`src/rtl/elevator_pkg.sv`:
```
// Shared definitions for the car motion/door sequencer: floor count,
// direction/door/motion encodings, FSM states and hall-call bit helpers.
package elevator_pkg;

  localparam int NUM_FLOORS = 7;
  localparam int FLOOR_W    = 3;

  localparam logic [1:0] DIR_NONE = 2'b00;
  localparam logic [1:0] DIR_UP   = 2'b01;
  localparam logic [1:0] DIR_DOWN = 2'b10;

  localparam logic DOOR_OPEN  = 1'b1;
  localparam logic DOOR_CLOSE = 1'b0;
  localparam logic MOVE       = 1'b1;
  localparam logic HOLD       = 1'b0;

  typedef enum logic [1:0] {
    IDLE    = 2'd0,
    OPEN    = 2'd1,
    CLOSING = 2'd2,
    MOVING  = 2'd3
  } state_e;

  // Hall-call vector bit positions for floor f (1-based).
  function automatic int up_bit(input int f);
    return 2 * (f - 1);
  endfunction

  function automatic int dn_bit(input int f);
    return 2 * (f - 1) + 1;
  endfunction

  // Per-floor flag lookup; floors outside 1..NUM_FLOORS read as 0.
  function automatic logic bit_at(input logic [NUM_FLOORS:1] v,
                                  input logic [FLOOR_W-1:0] fl);
    logic r;
    r = 1'b0;
    for (int f = 1; f <= NUM_FLOORS; f++) begin
      if (fl == FLOOR_W'(f)) r = v[f];
    end
    return r;
  endfunction

endpackage

```
`src/rtl/car_controller_request_scan.sv`:
```
// request_scan: combinational classification of pending requests relative
// to a floor and a travel direction.
//   req_i      per-floor request vector (car or hall call), floors 1..N
//   floor_i    reference floor
//   dir_i      travel direction (DIR_UP / DIR_DOWN / other)
//   above_o    any request strictly above floor_i
//   below_o    any request strictly below floor_i
//   here_o     request at floor_i
//   beyond_o   any request further along dir_i (0 when dir is not up/down)
//   opposite_o any request against dir_i (0 when dir is not up/down)
module request_scan
  import elevator_pkg::*;
(
  input  logic [NUM_FLOORS:1] req_i,
  input  logic [FLOOR_W-1:0]  floor_i,
  input  logic [1:0]          dir_i,
  output logic                above_o,
  output logic                below_o,
  output logic                here_o,
  output logic                beyond_o,
  output logic                opposite_o
);

  always_comb begin
    above_o    = 1'b0;
    below_o    = 1'b0;
    here_o     = 1'b0;
    beyond_o   = 1'b0;
    opposite_o = 1'b0;
    for (int f = 1; f <= NUM_FLOORS; f++) begin
      if (FLOOR_W'(f) > floor_i)      above_o = above_o | req_i[f];
      else if (FLOOR_W'(f) < floor_i) below_o = below_o | req_i[f];
      else                            here_o  = req_i[f];
    end
    case (dir_i)
      DIR_UP:   begin beyond_o = above_o; opposite_o = below_o; end
      DIR_DOWN: begin beyond_o = below_o; opposite_o = above_o; end
      default:  ;
    endcase
  end

endmodule

```
`src/rtl/car_controller.sv`:
```
// car_controller: motion/door sequencer for a 2-way car serving floors
// 1..NUM_FLOORS. Advances only on enable ticks.
//   clk, reset        clock, synchronous active-high reset
//   enable            tick qualifier; nothing changes while low
//   floorButton       latched hall calls, even bit = up, odd bit = down
//   internalButton    latched car calls [9:1]; bits above NUM_FLOORS unused
//   currentFloor      floor 1..NUM_FLOORS
//   currentDirection  [0]=up, [1]=down
//   doorState         1=open, 0=closed
//   move              1=moving, 0=holding
module car_controller
  import elevator_pkg::*;
#(
  parameter int TRAVEL_TICKS = 4,
  parameter int DOOR_TICKS   = 3,
  parameter int CNT_W        = 4
) (
  input  logic                    clk,
  input  logic                    reset,
  input  logic                    enable,
  input  logic [2*NUM_FLOORS-1:0] floorButton,
  input  logic [9:1]              internalButton,
  output logic [FLOOR_W-1:0]      currentFloor,
  output logic [1:0]              currentDirection,
  output logic                    doorState,
  output logic                    move
);

  localparam logic [CNT_W-1:0] TRAVEL_LAST = CNT_W'(TRAVEL_TICKS - 1);
  localparam logic [CNT_W-1:0] DOOR_LAST   = CNT_W'(DOOR_TICKS - 1);

  state_e               state_q, state_d;
  logic [FLOOR_W-1:0]   floor_q, floor_d;
  logic [1:0]           dir_q, dir_d;
  logic                 door_q, door_d;
  logic                 move_q, move_d;
  logic [CNT_W-1:0]     travel_q, travel_d;
  logic [CNT_W-1:0]     dwell_q, dwell_d;

  logic [NUM_FLOORS:1]  up_at, dn_at, car_at, req;
  logic [FLOOR_W-1:0]   arr_floor;
  logic                 above, below, here, beyond, opposite;
  logic                 arr_above, arr_below, arr_here, arr_beyond, arr_opposite;
  logic                 up_here, dn_here, stop;
  logic                 unused_car_bits;

  assign unused_car_bits = ^internalButton[9:NUM_FLOORS+1];

  always_comb begin
    for (int f = 1; f <= NUM_FLOORS; f++) begin
      up_at[f]  = floorButton[up_bit(f)];
      dn_at[f]  = floorButton[dn_bit(f)];
      car_at[f] = internalButton[f];
      req[f]    = car_at[f] | up_at[f] | dn_at[f];
    end
  end

  // Floor the car reaches at the end of the current travel leg; clamped so
  // it can never leave 1..NUM_FLOORS.
  always_comb begin
    arr_floor = floor_q;
    if (dir_q == DIR_UP && floor_q < FLOOR_W'(NUM_FLOORS))
      arr_floor = floor_q + FLOOR_W'(1);
    else if (dir_q == DIR_DOWN && floor_q > FLOOR_W'(1))
      arr_floor = floor_q - FLOOR_W'(1);
  end

  request_scan u_scan_cur (
    .req_i(req), .floor_i(floor_q), .dir_i(dir_q),
    .above_o(above), .below_o(below), .here_o(here),
    .beyond_o(beyond), .opposite_o(opposite)
  );

  request_scan u_scan_arr (
    .req_i(req), .floor_i(arr_floor), .dir_i(dir_q),
    .above_o(arr_above), .below_o(arr_below), .here_o(arr_here),
    .beyond_o(arr_beyond), .opposite_o(arr_opposite)
  );

  assign up_here = bit_at(up_at, floor_q);
  assign dn_here = bit_at(dn_at, floor_q);

  // Stop at the arrival floor for a car call, a hall call in our direction,
  // or when nothing further lies ahead (which also covers the end floors).
  assign stop = bit_at(car_at, arr_floor)
              | ((dir_q == DIR_UP)   & bit_at(up_at, arr_floor))
              | ((dir_q == DIR_DOWN) & bit_at(dn_at, arr_floor))
              | ~arr_beyond;

  always_comb begin
    state_d  = state_q;
    floor_d  = floor_q;
    dir_d    = dir_q;
    door_d   = door_q;
    move_d   = move_q;
    travel_d = travel_q;
    dwell_d  = dwell_q;
    if (enable) begin
      // A CLOSING car with no direction behaves exactly like an idle car.
      if (state_q == IDLE || (state_q == CLOSING && dir_q == DIR_NONE)) begin
        state_d = IDLE;
        dir_d   = DIR_NONE;
        door_d  = DOOR_CLOSE;
        move_d  = HOLD;
        if (here) begin
          state_d = OPEN;
          door_d  = DOOR_OPEN;
          dir_d   = {dn_here, up_here};
          dwell_d = '0;
        end else if (above) begin
          state_d  = MOVING;
          dir_d    = DIR_UP;
          move_d   = MOVE;
          travel_d = '0;
        end else if (below) begin
          state_d  = MOVING;
          dir_d    = DIR_DOWN;
          move_d   = MOVE;
          travel_d = '0;
        end
      end else begin
        case (state_q)
          MOVING: begin
            if (travel_q == TRAVEL_LAST) begin
              travel_d = '0;
              floor_d  = arr_floor;
              if (stop) begin
                state_d = OPEN;
                door_d  = DOOR_OPEN;
                move_d  = HOLD;
                dwell_d = '0;
                // Turning around at the last request: pick up the opposite
                // hall call here if there is one.
                if (!arr_beyond) begin
                  if (dir_q == DIR_UP && bit_at(dn_at, arr_floor))
                    dir_d = DIR_DOWN;
                  else if (dir_q == DIR_DOWN && bit_at(up_at, arr_floor))
                    dir_d = DIR_UP;
                end
              end
            end else begin
              travel_d = travel_q + CNT_W'(1);
            end
          end
          OPEN: begin
            if (dwell_q == DOOR_LAST) begin
              dwell_d = '0;
              door_d  = DOOR_CLOSE;
              state_d = CLOSING;
            end else begin
              dwell_d = dwell_q + CNT_W'(1);
            end
          end
          CLOSING: begin
            door_d = DOOR_CLOSE;
            move_d = HOLD;
            if (beyond) begin
              state_d  = MOVING;
              move_d   = MOVE;
              travel_d = '0;
            end else if (opposite) begin
              state_d  = MOVING;
              move_d   = MOVE;
              dir_d    = {dir_q[0], dir_q[1]};
              travel_d = '0;
            end else if (up_here | dn_here) begin
              state_d = OPEN;
              door_d  = DOOR_OPEN;
              dir_d   = {dn_here, up_here};
              dwell_d = '0;
            end else begin
              state_d = IDLE;
              dir_d   = DIR_NONE;
            end
          end
          default: state_d = IDLE;
        endcase
      end
    end
  end

  always_ff @(posedge clk) begin
    if (reset) begin
      state_q  <= IDLE;
      floor_q  <= FLOOR_W'(1);
      dir_q    <= DIR_NONE;
      door_q   <= DOOR_CLOSE;
      move_q   <= HOLD;
      travel_q <= '0;
      dwell_q  <= '0;
    end else begin
      state_q  <= state_d;
      floor_q  <= floor_d;
      dir_q    <= dir_d;
      door_q   <= door_d;
      move_q   <= move_d;
      travel_q <= travel_d;
      dwell_q  <= dwell_d;
    end
  end

  assign currentFloor     = floor_q;
  assign currentDirection = dir_q;
  assign doorState        = door_q;
  assign move             = move_q;

endmodule
```
`config.mk`:
```
export PLATFORM = sky130hd
export DESIGN_NAME = car_controller
export DESIGN_NICKNAME = d
export VERILOG_FILES = /design/src/rtl/elevator_pkg.sv /design/src/rtl/car_controller_request_scan.sv /design/src/rtl/car_controller.sv
export SDC_FILE = /design/constraint.sdc
export NUM_CORES = 1
export LEC_CHECK = 0
export CORE_ASPECT_RATIO = 1.25
export CORE_MARGIN = 4
export CORE_UTILIZATION = 47
export CTS_CLUSTER_SIZE = 10
export DETAILED_ROUTE_END_ITERATION = 10
export PLACE_DENSITY = 0.84
export SYNTH_ARGS = -nofsm -noshare
export SYNTH_HDL_FRONTEND = slang
export SYNTH_SLANG_ARGS = --single-unit
```
`constraint.sdc`:
```
create_clock -name clk -period 2.9 [get_ports clk]
set_input_delay 0.87 -clock clk [delete_from_list [all_inputs] [get_ports clk]]
set_output_delay 0.87 -clock clk [all_outputs]
set_load 0.005 [all_outputs]
```
Word level (Yosys, flattened, before mapping) --
Index checks and enable logic that the tools add are counted.
Word-level totals: bits in registers 17
Operators by class: add/sub/neg operators 4, $lt $le $gt $ge 30, eq/ne operators 33, mux-type cells 168, bitwise gates (word level) 46, reductions and logical operators 17
Operator list (number):
- $mux 1 | 121
- $mux 4 | 15
- $mux 2 | 21
- $or 1x1->1 | 42
- $eq 3x3->1 const B | 8
- $gt 3x3->1 const A | 8
- $lt 3x3->1 const A | 8
- $ne 3x3->1 const B | 5
- $eq 3x2->1 const B | 4
- $gt 2x3->1 const A | 4
- $lt 2x3->1 const A | 4
- $pmux 4 s3 | 1
- $reduce_and 4->1 | 3
- $reduce_and 5->1 | 2
- $add 4x1->4 const B | 2
- $eq 4x2->1 const B | 2
- $pmux 1 s2 | 4
- $pmux 4 s2 | 1
- $reduce_and 8->1 | 1
- $reduce_and 7->1 | 1
- $eq 2x2->1 const B | 3
- $eq 3x1->1 const B | 2
- $gt 1x3->1 const A | 2
- $lt 1x3->1 const A | 2
- other kinds (21) | 32

Logic depth before layout (Yosys ltp) --
Gate-level depths: netlist of the first run.
depth in word-level cells 49, depth in mapped cells 13, depth with buffers taken out 11

Modules after synthesis --
From an unflattened synthesis of the first run, not the netlist that was laid out.
Unflattened totals: cells, all modules 325, area total of the unflattened synthesis 2368.5 sq um
Modules (own cells, without submodules):
- car_controller | times used 1, cells an instance 240, area each 1823.0 sq um, seq. area each 340.3 sq um
- request_scan at u_scan_cur | times used 1, cells an instance 44, area each 281.5 sq um, seq. area each 0.0 sq um
- request_scan at u_scan_arr | times used 1, cells an instance 41, area each 264.0 sq um, seq. area each 0.0 sq um

Worst setup path before layout of the first run --
No wires, ideal clock.
path type register to register, start point register floor_q[1] (netlist: currentFloor[1]), end point register door_q (netlist: doorState), arrival 2976 ps, slack -199 ps, stages on the path, launching flop included 13, clock period less this slack 3099 ps, path through dfxtp_1 inv_1 ha_1 buf_6 nand2b_4 a2111o_1 nand3_2 mux2_1 a32oi_1 a21o_1 nand4_1 nand3_1 mux2_1
Between the ends: word-level cells in the longest chain between the ends 30
RTL lines:
- start: declaration | RTL line car_controller.sv:33 | logic [FLOOR_W-1:0] floor_q, floor_d;
- start signal: assignment | RTL line car_controller.sv:193 | floor_q <= floor_d;
- $gt 3x1->1 | RTL line car_controller.sv:64 | else if (dir_q == DIR_DOWN && floor_q > FLOOR_W'(1))
- $logic_and 1x1->1 | RTL line car_controller.sv:64
- $mux 3 | RTL line car_controller.sv:64
- $mux 3 | RTL line car_controller.sv:62 | if (dir_q == DIR_UP && floor_q < FLOOR_W'(NUM_FLOORS))
- $lt 1x3->1 | RTL line car_controller_request_scan.sv:32 | else if (FLOOR_W'(f) < floor_i) below_o = below_o | req_i[f];
- $mux 1 | RTL line car_controller_request_scan.sv:32
- $mux 1 | RTL line car_controller_request_scan.sv:31 | if (FLOOR_W'(f) > floor_i) above_o = above_o | req_i[f];
- $or 1x1->1 | RTL line car_controller_request_scan.sv:32
- (+14 left out)
- $or 1x1->1 | RTL line car_controller_request_scan.sv:32
- $mux 1 | RTL line car_controller_request_scan.sv:32
- $mux 1 | RTL line car_controller_request_scan.sv:31
- $pmux 1 s2 | RTL line car_controller_request_scan.sv:35 | case (dir_i)
- $not 1->1 | RTL line car_controller.sv:88 | | ~arr_beyond;
- $or 1x1->1 | RTL line car_controller.sv:88
- $ne 3x3->1 (no line)
- $reduce_and 5->1 (no line)
- end signal: assignment | RTL line car_controller.sv:195 | door_q <= door_d;
- end: declaration | RTL line car_controller.sv:35 | logic door_q, door_d;
Parallel ways exist; a longest one is shown, timed or not. A chain may end at the register's enable or synchronous reset.

Final worst setup path of the first run --
Ends and elaborated chain as after synthesis.

==> results of run 1 <==
-- logic make-up after synthesis --
kind of cell | after synthesis | share of synthesized area [%]
DFF | 17 | 13.6
and+or+nand+nor | 136 | 29.3
muxes | 15 | 6.74
AOI/OAI and AO/OA | 124 | 37.4
adders and majority gates | 12 | 5.99
xor gates and xnor gates | 1 | 0.350
buffers and inverters | 35 | 6.64
-- flip-flops by register name, summed over array words and instances (netlist names) --
| signal | cells |
|---|---|
| move | 1 |
| doorState | 1 |
| currentDirection | 2 |
| travel_q | 4 |
| currentFloor | 3 |
| state_q | 2 |
| dwell_q | 4 |
-- how the worst max path moves through the flow --
stage	start	slack [ps]	endpoint	cells past startpoint
floorplan	floorButton[6]	-100	dwell_q[0]	10
global placement	internalButton[3]	-600	dwell_q[0]	10
detailed placement	floorButton[6]	-610	dwell_q[0]	10
CTS	internalButton[6]	2	currentDirection[1]	10
global route	currentFloor[1]	-110	currentDirection[0]	15
finish	currentFloor[1]	-10	doorState	13
-- final cells by class --
cell class              instances  share of cell area, %
flip-flops and latches         17                   8.34
inverters                      17                   1.77
clock buffers                   4                   1.08
well taps                      62                   1.86
repair buffers                162                   30.9
multi-input cells             288                   56.0
-- cells in the mapped netlist, drive strengths merged, types with 3 or more instances --
cell and n:
nand2 37, a21oi 28, nor2 21, o21ai 19, dfxtp 17, inv 17
nand3 13, nor3 13, ha 12, buf 10, mux2i 10, nor2b 10
clkbuf 8, o211ai 7, or3 7, o221ai 6, o31ai 6, a221oi 5
a22oi 5, a31oi 5, and2 5, mux2 5, nand2b 5, nand4 5
or2 5, nand4b 4, o311ai 4, a211oi 3, o21a 3, o221a 3
-- worst reg2reg max path: stages, from the launching register on --
cell and delay, ps:
dfxtp_4 360, ha_2 180, ha_4 170, nor2b_4 160, buf_6 140, a21oi_1 60
o22ai_2 290, a21oi_1 60, or3b_2 480, nand4_1 140, buf_4 130, nand4_1 180
nand3_2 150, mux2_4 310
-- metrics by stage --
stage / hold WS [ps] / utilization (%)
detailed placement: 479 / 70.7
CTS: 488 / 78.3
global route: 529 / 81.5
finish: 489 / 81.5
global placement: 474 / 70.7
floorplan: 453 / -
-- power groups by stage --
stage / registers [uW] / clock network (uW) / logic, uW
floorplan: 255 / 0 / 175
global placement: 257 / 0 / 361
detailed placement: 258 / 0 / 370
CTS: 254 / 185 / 418
global route: 255 / 191 / 483
finish: 254 / 184 / 459
-- routing by layer --
metal | up-vias | wire length, um | track usage [%]
li1 | 1617 | - | -
met1 | 1691 | 4100 | 35.7
met2 | 182 | 5610 | 60.4
met3 | 58 | 583 | 3.45
met4 | 0 | 723 | 25.0
met5 | - | 0 | 0
-- repair_timing --
| item | CTS | global route |
|---|---|---|
| setup endpoints to repair | 14 | 14 |
| pin swaps | 39 | 41 |
| resized for setup | 86 | 57 |
| hold endpoints to repair | 0 | 0 |
| hold buffers | 0 | 0 |
| buffers inserted | 20 | 6 |
==> metrics, run 1 <==
worst r2r path cells 13; clk_skew 2.76 ps; synth top area cells dfxtp_1 14%, ha_1 6.0%, nand2_1 5.5%; crit path kind flop to flop; RSZ-0062 raised after global routing yes; Cells after Synth 340; status finished, violations left; sequence of cells on the critical path ha_2 > ha_4 > nor2b_4 > buf_6 > a21oi_1 > o22ai_2 > a21oi_1 > or3b_2 > nand4_1 > buf_4 > nand4_1 > nand3_2 > mux2_4; maximum buffer depth of the clock tree 2; CP Capture Type flop; final instance area 4170 um^2; GR Overflow Total 0; Reg power frac 28.3%; Syn Nets 378; reg2reg end doorState; VDD IR max 372 uV; final period demand of the worst path 2910 ps; CTS tree yes; placed insts 522; vias per inst 6.45; # DRC 0; Vias 3548; placed cell area 3620 um^2; NetSw 325 uW; clk_lat worst skew 260 ps; Clock Power Share 20.5%; Synth Cell Area 2500 um^2; Worst-Margin Slew 475 ps; Sw Share 36.2%; Final Instance Count excl. Fillers 550; PD cells 215 nW/um^2; die area 6570 um^2; layout cells sized above 1 48.4%; Yosys reg bits 17; largest net degree at the start of global routing 27; nets 527; IO Count 33; n_diodes 0; vias in the first global route 3621; num rows 29; Pleak 0.00173 uW; CP required 3050 ps; commonest non-fill, non-tap cell in the layout buf_4; most frequent cells in the layout 123 x buf_4, 37 x nand2_1, 23 x a21oi_1, 18 x nor2_1, 13 x dfxtp_1; area grow syn2layout 66.4%; Worst EP arrival 3070 ps; Clock Pin Slew Worst Setup and Hold Paths 70 ps; FILL cells 318; area leader, netlist dfxtp_1; max_cap viols 0; 1st-iter DRT viols 410; DRT Wirelength 11000 um; Reg area 348 um^2; antenna violations before repair 0; Yosys warning count 0; Buf/Inv on CP 2; Synth top area share 13.6%; Final Power 898 uW; register area share after synthesis 13.6%; first-pass GRT wire length 17200 um; Final Wtd Congestion 0.983; failing checks negative setup slack; Worst Hold Class flop to flop; CTS H-tree lvls 1; clock tree root driver cell clkbuf_8; Starting Density 49.0%; clock sink total 17; setup_tns -19.4 ps; RR Startpoint currentFloor[1]; Comb pwr share 51.1%; CP startpoint kind flop; fmax 343 MHz; Period Utilization, post-route 100%; number of synthesized flops with an enable pin 0; Worst Setup Slack post-DPL -614 ps; gr usage total 33.5%; Final HPWL DP 7870 um; post-route setup slack -13.0 ps; TritonCTS Buffers 3; Die X 73.3 um; Placeable Area 5120 um^2; slew margin rel. 68.3%; WHS Endpoint dwell_q[3]; hold path cells 2; crit-path max FO 5; ANT nets after route 0; Synth Flop Type dfxtp_1; flop-to-flop setup slack -10 ps; multi-input logic area 2330 um^2; family with the most delay on the worst path simple AND/OR/NAND/NOR gates; Hold Vio Cnt, Final 0; Slew Viols, Final 0; syn_area_per_cell 7.37 um^2; Finish-stage setup viols 2; Max stage delay on crit path 480 ps; asr flop ratio synth 0%; count of cell types in the netlist 82; PortBufs 30; Internal 573 uW; die height 89.6 um; routed length per instance 20.0 um; hold path start dwell_q[3]; critical path's slowest cell or3b_2; drt pass-1 iters 5
(Power assumes the default switching activity.)
==> run 2, diff against run 1 <==
- CORE_MARGIN: 4 -> 3
==> run 2 against run 1 <==
Net effect: the run still ends with negative setup slack left; power down 3.8%; clock power fell by 6%; sequential power about the same; wire length is 0.55% lower; first-iteration DRC count increased by 21%; critical path depth is 2 lower; register-to-register slack got worse by 40 ps; via count is 0.59% higher; count of clock-buffer cells in the layout unchanged; cell count down 2.4%; critical endpoint is now currentDirection[1].
==> metrics, run 2 (synthesis gave the netlist of run 1 again) <==
Pleak 0.00164 uW; Worst Setup Slack post-DPL -645 ps; IO Count 33; RSZ-0062 raised after global routing yes; commonest non-fill, non-tap cell in the layout buf_4; nets 514; sequence of cells on the critical path buf_6 > or2_4 > a41o_1 > mux2i_4 > buf_4 > a21oi_1 > o221ai_1 > nand4_1 > buf_4 > a311o_1 > mux2_4; NetSw 310 uW; routed length per instance 20.4 um; Final Power 863 uW; Finish-stage setup viols 9; layout cells sized above 1 45.3%; Period Utilization, post-route 102%; vias in the first global route 3471; CTS H-tree lvls 1; Reg area 350 um^2; Worst EP arrival 3100 ps; Comb pwr share 50.4%; Internal 553 uW; die height 87.6 um; clock tree root driver cell clkbuf_8; GR Overflow Total 0; first-pass GRT wire length 16300 um; post-route setup slack -57.9 ps; Buf/Inv on CP 3; max_cap viols 0; CP startpoint kind flop; Max stage delay on crit path 370 ps; VDD IR max 392 uV; Reg power frac 29.5%; ANT nets after route 0; Worst-Margin Slew 475 ps; critical path's slowest cell dfxtp_4; Clock Pin Slew Worst Setup and Hold Paths 60 ps; clk_skew 2.56 ps; Sw Share 35.9%; Slew Viols, Final 0; 1st-iter DRT viols 498; PortBufs 30; Placeable Area 5120 um^2; fmax 338 MHz; status finished, violations left; most frequent cells in the layout 110 x buf_4, 35 x nand2_1, 20 x a21oi_1, 19 x nor2_1; failing checks negative setup slack; drt pass-1 iters 5; Hold Vio Cnt, Final 0; final period demand of the worst path 2960 ps; family with the most delay on the worst path compound AO/OA/AOI/OAI gates; CP Capture Type flop; # DRC 0; clk_lat worst skew 250 ps; clock sink total 17; DRT Wirelength 11000 um; die area 6250 um^2; CP required 3040 ps; num rows 29; slew margin rel. 68.1%; Most Frequent Cell on Critical Path buf_4; crit path kind flop to flop; FILL cells 321; crit-path max FO 26; antenna violations before repair 0; Final HPWL DP 7630 um; Starting Density 49.0%; Die X 71.3 um; TritonCTS Buffers 3; Vias 3569; n_diodes 0; Worst Hold Class flop to flop; CTS tree yes; maximum buffer depth of the clock tree 2; multi-input logic area 2320 um^2; largest net degree at the start of global routing 27; Clock Power Share 20.1%; Final Wtd Congestion 1.04; PD cells 212 nW/um^2; vias per inst 6.65; gr usage total 32.3%; area grow syn2layout 62.3%
-- run 2: per-stage QoR --
step	cells	setup TNS [ps]	hold slack [ps]	cell area [um^2]	utilization, %
global placement	515	-6530	464	3560	69.7
finish	537	-356	498	4070	79.5
CTS	525	0	488	3760	73.5
floorplan	340	-178	453	2520	-
global route	537	-1480	526	4070	79.5
detailed placement	515	-7220	479	3560	69.7
-- run 2: path summary, 6_finish.rpt --
kind / to / cells past startpoint / from / slack, ps
hold reg to reg: currentDirection[0] / 2 / currentDirection[0] / 500
hold / removal: currentDirection[0] / 2 / currentDirection[0] / 500
setup reg to reg: currentDirection[1] / 11 / currentFloor[0] / -60
setup / recovery: currentDirection[1] / 11 / currentFloor[0] / -60
-- run 2: cell type report --
type                    count  area share [%]
multi-input cells         288            57.2
repair buffers            149            29.5
flip-flops and latches     17            8.62
well taps                  62            1.91
inverters                  17            1.75
clock buffers               4            1.11
-- run 2: per-layer routing --
layer | share of wire, % | vias to the layer above | GRT usage, %
met5 | 0 | - | 0
met4 | 6.3 | 0 | 20.5
met3 | 6.3 | 68 | 2.99
met2 | 51 | 234 | 59.9
met1 | 37 | 1673 | 34.7
li1 | - | 1594 | -
-- run 2: power by group through the flow --
stage	Clock (uW)	Sequential (uW)	Combinational, uW
detailed placement	0	260	357
global placement	0	259	348
CTS	174	255	379
floorplan	0	255	175
finish	173	255	435
global route	182	256	459
-- run 2: tightest hold or removal path, stage by stage, from the launching register on --
cell and delay (ps):
dfxtp_2 340, nand2_1 60, mux2i_1 60
-- run 2: what timing repair did --
action,CTS,global route
pin swaps,28,24
hold buffers,0,0
endpoints found under the setup margin,14,14
setup buffers,6,12
gates resized for setup,82,51
gates cloned,0,0
==> run 3, diff against run 2 <==
- CORE_UTILIZATION: 47 -> 35
- PLACE_DENSITY: 0.84 -> 0.69
==> run 3 against run 2 <==
Net effect: the flow still finishes with violations (negative setup slack); clock power rose by 6%; wire length fell by 4.3%; utilization fell by 17 points; die area rose by 31%; setup slack improved by 10 ps; fmax rose by 0.35%; sequential share of layout area fell by 0.51 points; register-to-register slack barely moved; count of clock-buffer cells in the layout fell by 1.
==> metrics, run 3 (synthesis gave the netlist of run 1 again) <==
status finished, violations left; failing checks negative setup slack; final period demand of the worst path 2950 ps; vias in the first global route 3388; post-route setup slack -47.5 ps; Worst Hold Class flop to flop; CP required 3050 ps; CP Capture Type flop; 1st-iter DRT viols 203; RR Startpoint currentFloor[0]; max_cap viols 0; crit path kind flop to flop; vias per inst 5.95; Hold Vio Cnt, Final 0; hold path cells 2; largest net degree at the start of global routing 26; CTS tree yes; GR Overflow Total 0; ANT nets after route 0; slew margin rel. 65.3%; hold path start dwell_q[3]; final instance area 4260 um^2; worst r2r path cells 12; CP startpoint kind flop; die height 101 um; Final HPWL DP 7770 um; drt pass-1 iters 5; FILL cells 593; Internal 562 uW; Final Wtd Congestion 0.955; placed insts 545; placed cell area 3630 um^2; Starting Density 37.0%; flop-to-flop setup slack -50 ps; crit path capture currentDirection[1]; crit path launch currentFloor[0]; first-pass GRT wire length 16400 um; commonest non-fill, non-tap cell in the layout buf_4; Clock Pin Slew Worst Setup and Hold Paths 70 ps; layout cells sized above 1 49.0%; clock tree root driver cell clkbuf_8; Worst-Margin Slew 519 ps; Post-CTS Hold Buffers 0; Sw Share 36.5%; Die X 81.7 um; nets 519; most frequent cells in the layout 107 x buf_4, 37 x nand2_1, 20 x a21oi_1, 18 x nor2_1, 16 x buf_6; crit-path max FO 5; Pleak 0.00171 uW; Slew Viols, Final 0; Vias 3376; reg2reg end currentDirection[1]; Final Instance Count excl. Fillers 567; CTS H-tree lvls 1; # DRC 0; clk_skew 1.25 ps; DRT Wirelength 10500 um; Placeable Area 6770 um^2; Period Utilization, post-route 102%; fmax 339 MHz; Worst EP arrival 3100 ps; num rows 33; clk_lat worst skew 260 ps; Hold WS 513 ps; gr usage total 25.2%; RSZ-0062 raised after global routing yes; area grow syn2layout 70.1%; n_diodes 0; PD cells 208 nW/um^2; die area 8210 um^2; antenna violations before repair 0; PortBufs 30; routed length per instance 18.5 um; VDD IR max 257 uV; maximum buffer depth of the clock tree 2; Clock Power Share 20.7%; NetSw 322 uW; Comb pwr share 51.2%; TritonCTS Buffers 3; IO Count 33; Reg power frac 28.2%; Finish-stage setup viols 6; clock sink total 17
## run 3: changes by cell type in the layout (fill, tap and decap cells not counted), sizes merged
cell	delta
buf	+4
clkbuf	+5
clkdlybuf4s15	-2
clkdlybuf4s50	-1
clkinv	+1
dlygate4sd2	-2
## run 3: layout make-up
cell class / count / area [um^2] / area share [%]
inverters: 17 / 66.3 / 1.56
repair buffers: 154 / 1240 / 29.2
well taps: 87 / 109 / 2.55
flip-flops and latches: 17 / 345 / 8.10
clock inverters: 1 / 5.00 / 0.117
multi-input cells: 288 / 2450 / 57.5
clock buffers: 3 / 41.3 / 0.969
## run 3: power by group through the flow
stage          sequential (uW)  combinational, uW  clock (uW)
2_1_floorplan              255                175           0
3_3_place_gp               255                367           0
3_5_place_dp               255                370           0
4_1_cts                    250                420         183
5_1_grt                    250                482         190
6_report                   249                452         183
## run 3: through the flow
step | util, % | total power, uW | TNS, ps | setup slack (ps)
final | 62.9 | 884 | -121 | -47.5
after global placement | 53.7 | 622 | -6760 | -636
after floorplan | - | 429 | -178 | -104
after global routing | 62.9 | 922 | -1110 | -154
after CTS | 60.1 | 852 | -11.9 | -11.9
after detailed placement | 53.7 | 624 | -7230 | -653
## run 3: timing repair
item | 4_1_cts | 5_1_grt
setup endpoints to repair | 14 | 14
pin swaps | 40 | 39
cloned | 0 | 0
buffers inserted | 11 | 8
resized for setup | 111 | 53
## run 3: how the worst min path moves through the flow
stage	slack, ps	to
global route	540	dwell_q[3]
global placement	470	dwell_q[3]
detailed placement	490	dwell_q[3]
finish	510	dwell_q[3]
CTS	500	dwell_q[3]
floorplan	450	dwell_q[3]
## run 3: routing by layer
metal | global-route usage (%) | up-vias | share of wire, %
met5 | 0 | - | 0
met2 | 45.0 | 125 | 51
met1 | 27.6 | 1602 | 39
met4 | 16.8 | 0 | 6.6
li1 | - | 1600 | -
met3 | 2.15 | 49 | 4.2
## run 3: worst max-delay path, cell delays in order (launching register included)
cell and delay (ps):
dfxtp_2 340, buf_6 130, ha_4 160, nand2b_4 140
a2111o_1 550, nand3_4 200, buf_6 150, a32oi_2 120
buf_4 160, a21oi_4 130, nand2_1 70, a311o_1 390
mux2_4 300
==> patch 1 (settings of run 2) <==
Register the output `currentFloor` once more, cleared by the reset; this adds one clock of latency there. The other outputs are not delayed to match.
--- a/src/rtl/car_controller.sv
+++ b/src/rtl/car_controller.sv
@@ -200,5 +200,11 @@
   end
 
-  assign currentFloor     = floor_q;
+  always_ff @(posedge clk) begin
+    if (reset) begin
+      currentFloor <= '0;
+    end else begin
+      currentFloor <= floor_q;
+    end
+  end
   assign currentDirection = dir_q;
   assign doorState        = door_q;
Formal check against the unedited RTL: not equivalent (a bounded check fails within 4 cycles, from zero or initial values and one cycle with reset high).
==> patch 1 against run 2 <==
The run still ends with setup timing left. Synthesized cell count decreased by 9.1%. Worst setup slack got worse by 0.20 ns. Maximum frequency decreased by 6.3%. Register-to-register slack got worse by 0.17 ns. Non-clock buffer count decreased by 18. Total power increased by 15%. Wire length increased by 12%. Sequential cell count increased by 3. Utilization increased by 5.4 points. Sequential share of layout area increased by 2.0 points. Critical path type is now primary input to register. Final area decreased by 4.8%. Area after synthesis decreased by 8.8%.
==> patch 1: results (changes against run 2) <==
Finish
  • FILL cells: 220 (-31%)
  • Clk tree area frac: 1.07% (-0.041 points)
  • Multi-input gate area: 2210 sq um (-5.0%)
  • Sequential share of cell area: 10.6% (+2.0 points)
  • Ratio of cells with drive above 1 in the final layout: 46.5% (+1.2 points)
  • Inverters: 14 (-3)
  • Post-Layout Inst Area: 3870 sq um (-4.8%)
  • Multi-input gates: 258 (-10%)
  • Fin nets: 467 (-9.1%)

Drt
  • Vias/cell: 7.35 (+11%)
  • Metal3 WL: 1550 microns (+130%)
  • Metal-1 WL: 3960 microns (-1.8%)
  • Iteration-0 DRC Markers: 596 (+20%)
  • Pre-antenna DRT Iters: 6 (+1)
  • Met2 WL: 5450 microns (-1.6%)
  • Routed vias: 3558 (-0.31%)
  • Final wirelength: 12300 microns (+12%)

Synth
  • Seq/Total Area, Yosys: 17.5% (+3.9 points)
  • Compound-Gate Fraction of Synth Area: 35.3% (-2.1 points)
  • Syn nets: 348 (-7.9%)
  • Adder-Cell Fraction of Synth Area: 7.12% (+1.1 points)
  • Mux cell area share after synthesis: 3.83% (-2.9 points)
  • Top cells by area, synth: dfxtp_1 (18%), ha_1 (7.1%), a21oi_1 (5.7%), nand2_1 (4.3%), nor3_1 (3.3%)
  • Commonest cells in the netlist: a21oi_1 (26), nand2_1 (26), dfxtp_1 (20)
  • Mapped Cells: 309 (-9.1%)
  • Netlist cell types: 66 (-20%)

Pwr
  • Net Switching: 0.000375 W (+21%)
  • Leak: 1.50 nW (-8.3%)
  • Switching Share: 37.8% (+1.9 points)
  • Worst vdd ir: 277 uV (-29%)

STA
  • Final setup fails: 10 (+1)
  • Max_slew headroom: 49.2% (-19 points)
  • Total negative slack: -1.95 ns (-1.60 ns)
  • Final worst slack: -0.258 ns (-0.200 ns)

Global route
  • First-pass GRT wire length: 15500 microns (-5.1%)
  • Vias in the first global route: 3273 (-5.7%)
  • M1 GR Usage: 35.8% (+1.1 points)
  • Pin count of the biggest net entering global routing: 20 (-26%)
  • Met2 Track Usage GR: 58.2% (-1.7 points)

CTS
  • Post-cts resize count: 73 (-11%)
  • Post-CTS Setup Inserts: 13 (+7)

Critical path
  • Largest stage delay, worst path: 0.39 ns (+0.02 ns)
  • Worst-path fanout max: 4 (-85%)
  • Slowest cell on crit path: o31ai_1

Placement
  • HPWL Detailed: 6210 microns (-19%)
  • Number of cells after detailed placement: 458 (-11%)
  • Worst slack, placed: -0.640 ns (+0.00492 ns)

Outcome
  • Violated checks: setup timing
  • Outcome: complete, but fails checks
## patch 1: changes by cell type in the layout (fill, tap and decap cells not counted), sizes merged, moves of 4 or more
cell / before / now
mux2i: 10 / 5
nor3: 13 / 19
buf: 124 / 103
or2: 5 / 1
a221oi: 5 / 0
o211ai: 7 / 3
mux2: 5 / 1
clkbuf: 6 / 11
o221ai: 6 / 2
nand2: 37 / 26
a211oi: 3 / 9
## patch 1: path summary, 6_finish.rpt
| kind | startpoint | to | slack [ns] | cells after the start |
|---|---|---|---|---|
| setup / recovery | floorButton[11] | currentDirection[1] | -0.26 | 10 |
| hold / removal | travel_q[2] | travel_q[2] | 0.53 | 2 |
| setup reg to reg | floor_q[1] | dwell_q[1] | -0.23 | 14 |
| hold reg to reg | travel_q[2] | travel_q[2] | 0.53 | 2 |
## patch 1: critical path: cells and delay by family
family | cells | cell delay (ns)
AO/OA/AOI/OAI | 6 | 1.29
buffers and inverters | 1 | 0.29
multiplexers | 1 | 0.25
AND/OR/NAND/NOR | 2 | 0.59
==> patch 2 (config.mk and constraints of run 2) <==
Made on the original files. `NUM_FLOORS`: 7 -> 8.
--- a/src/rtl/elevator_pkg.sv
+++ b/src/rtl/elevator_pkg.sv
@@ -3,5 +3,5 @@
 package elevator_pkg;
 
-  localparam int NUM_FLOORS = 7;
+  localparam int NUM_FLOORS = 8;
   localparam int FLOOR_W    = 3;
 
Interface: changed (resized floorButton); port bits go from 33 to 35. The function was not compared with the original's and may differ.
==> patch 2 against run 2 <==
The run now fails in global routing (5_1_grt). Area after synthesis fell by 3.7%.
==> patch 2: results (changes against run 2) <==
Outcome
  • Outcome: aborted with a tool error
  • Exit stage: global routing (5_1_grt)
  • Log Error: [ERROR GRT-0232] Routing congestion too high. Check the congestion heatmap in the GUI.

Synth
  • Synth async-reset ratio: 0% (unchanged)
  • Netlist cell types: 71 (-13%)
  • Yosys warns: 0 (unchanged)
  • Main flop type after synthesis: dfxtp_1
  • Commonest cells in the netlist: nand2_1 (34), a21oi_1 (27), nor2_1 (25)
  • Seq/Total Area, Yosys: 14.1% (+0.52 points)
  • Syn nets: 375 (-0.79%)
  • Top cells by area, synth: dfxtp_1 (14%), ha_1 (6.2%), a21oi_1 (5.6%), nand2_1 (5.3%), nor2_1 (3.9%)

CTS
  • CTS HTree Levels: 1 (unchanged)
  • Clock sinks: 17 (unchanged)
  • Root buf cell: clkbuf_8
  • Clock Tree Buf Depth: 2 (unchanged)
  • Total CTS buffers: 3 (unchanged)

STA
  • GR repair worst EP: state_q[0]$_SDFFE_PP0P_/D
  • WEP type: register data pin

Placement
  • I/O Buffers: 33 (+10%)
  • HPWL Detailed: 8300 microns (+8.8%)
  • Routability cong.: 1.06 (+2.4%)

Global route
  • Pin count of the biggest net entering global routing: 20
  • Tot GR Track Use: 61.6%
  • Grt ovf: 3
patch 2: changes by cell type after synthesis, moves of 4 or more:
cell      before  now
o21ai_0       10   15
nor3_2         0    4
nor4_1         0    5
nor2_1        21   25
a211oi_1       3    8
nand2b_1       2    6
o21ai_1        7    1
nor3_1        13   18
nor2b_1       10    6
nand3b_1       2    6
patch 2: repair_timing:
action                     in CTS
hold buffers                    0
setup endpoints to repair      14
pin swaps                      40
gates resized for setup       129
buffers inserted               12
patch 2: kinds of logic after synthesis:
group | after synthesis | synth area share (%)
AND/OR/NAND/NOR | 148 | 32.5
AO/OA/AOI/OAI | 119 | 37.7
buffers and inverters | 30 | 5.50
flip-flops | 17 | 14.1
adder cells (fa/ha/maj) | 12 | 6.22
multiplexers | 9 | 4.05
patch 2: through the flow:
step                cell area [sq um]  cells  setup slack (ns)  hold slack (ns)  util (%)
global placement                 3690    533            -0.680            0.451      76.3
detailed placement               3690    533            -0.729            0.463      76.3
floorplan                        2460    335           -0.0481            0.449         -
CTS                              4190    548           -0.0911            0.476      86.7
patch 2: routing by layer:
layer  GRT overflow  track usage [%]
met5              0             5.13
met4              0             59.8
met3              0             35.1
met2              2             87.7
met1              1             61.5
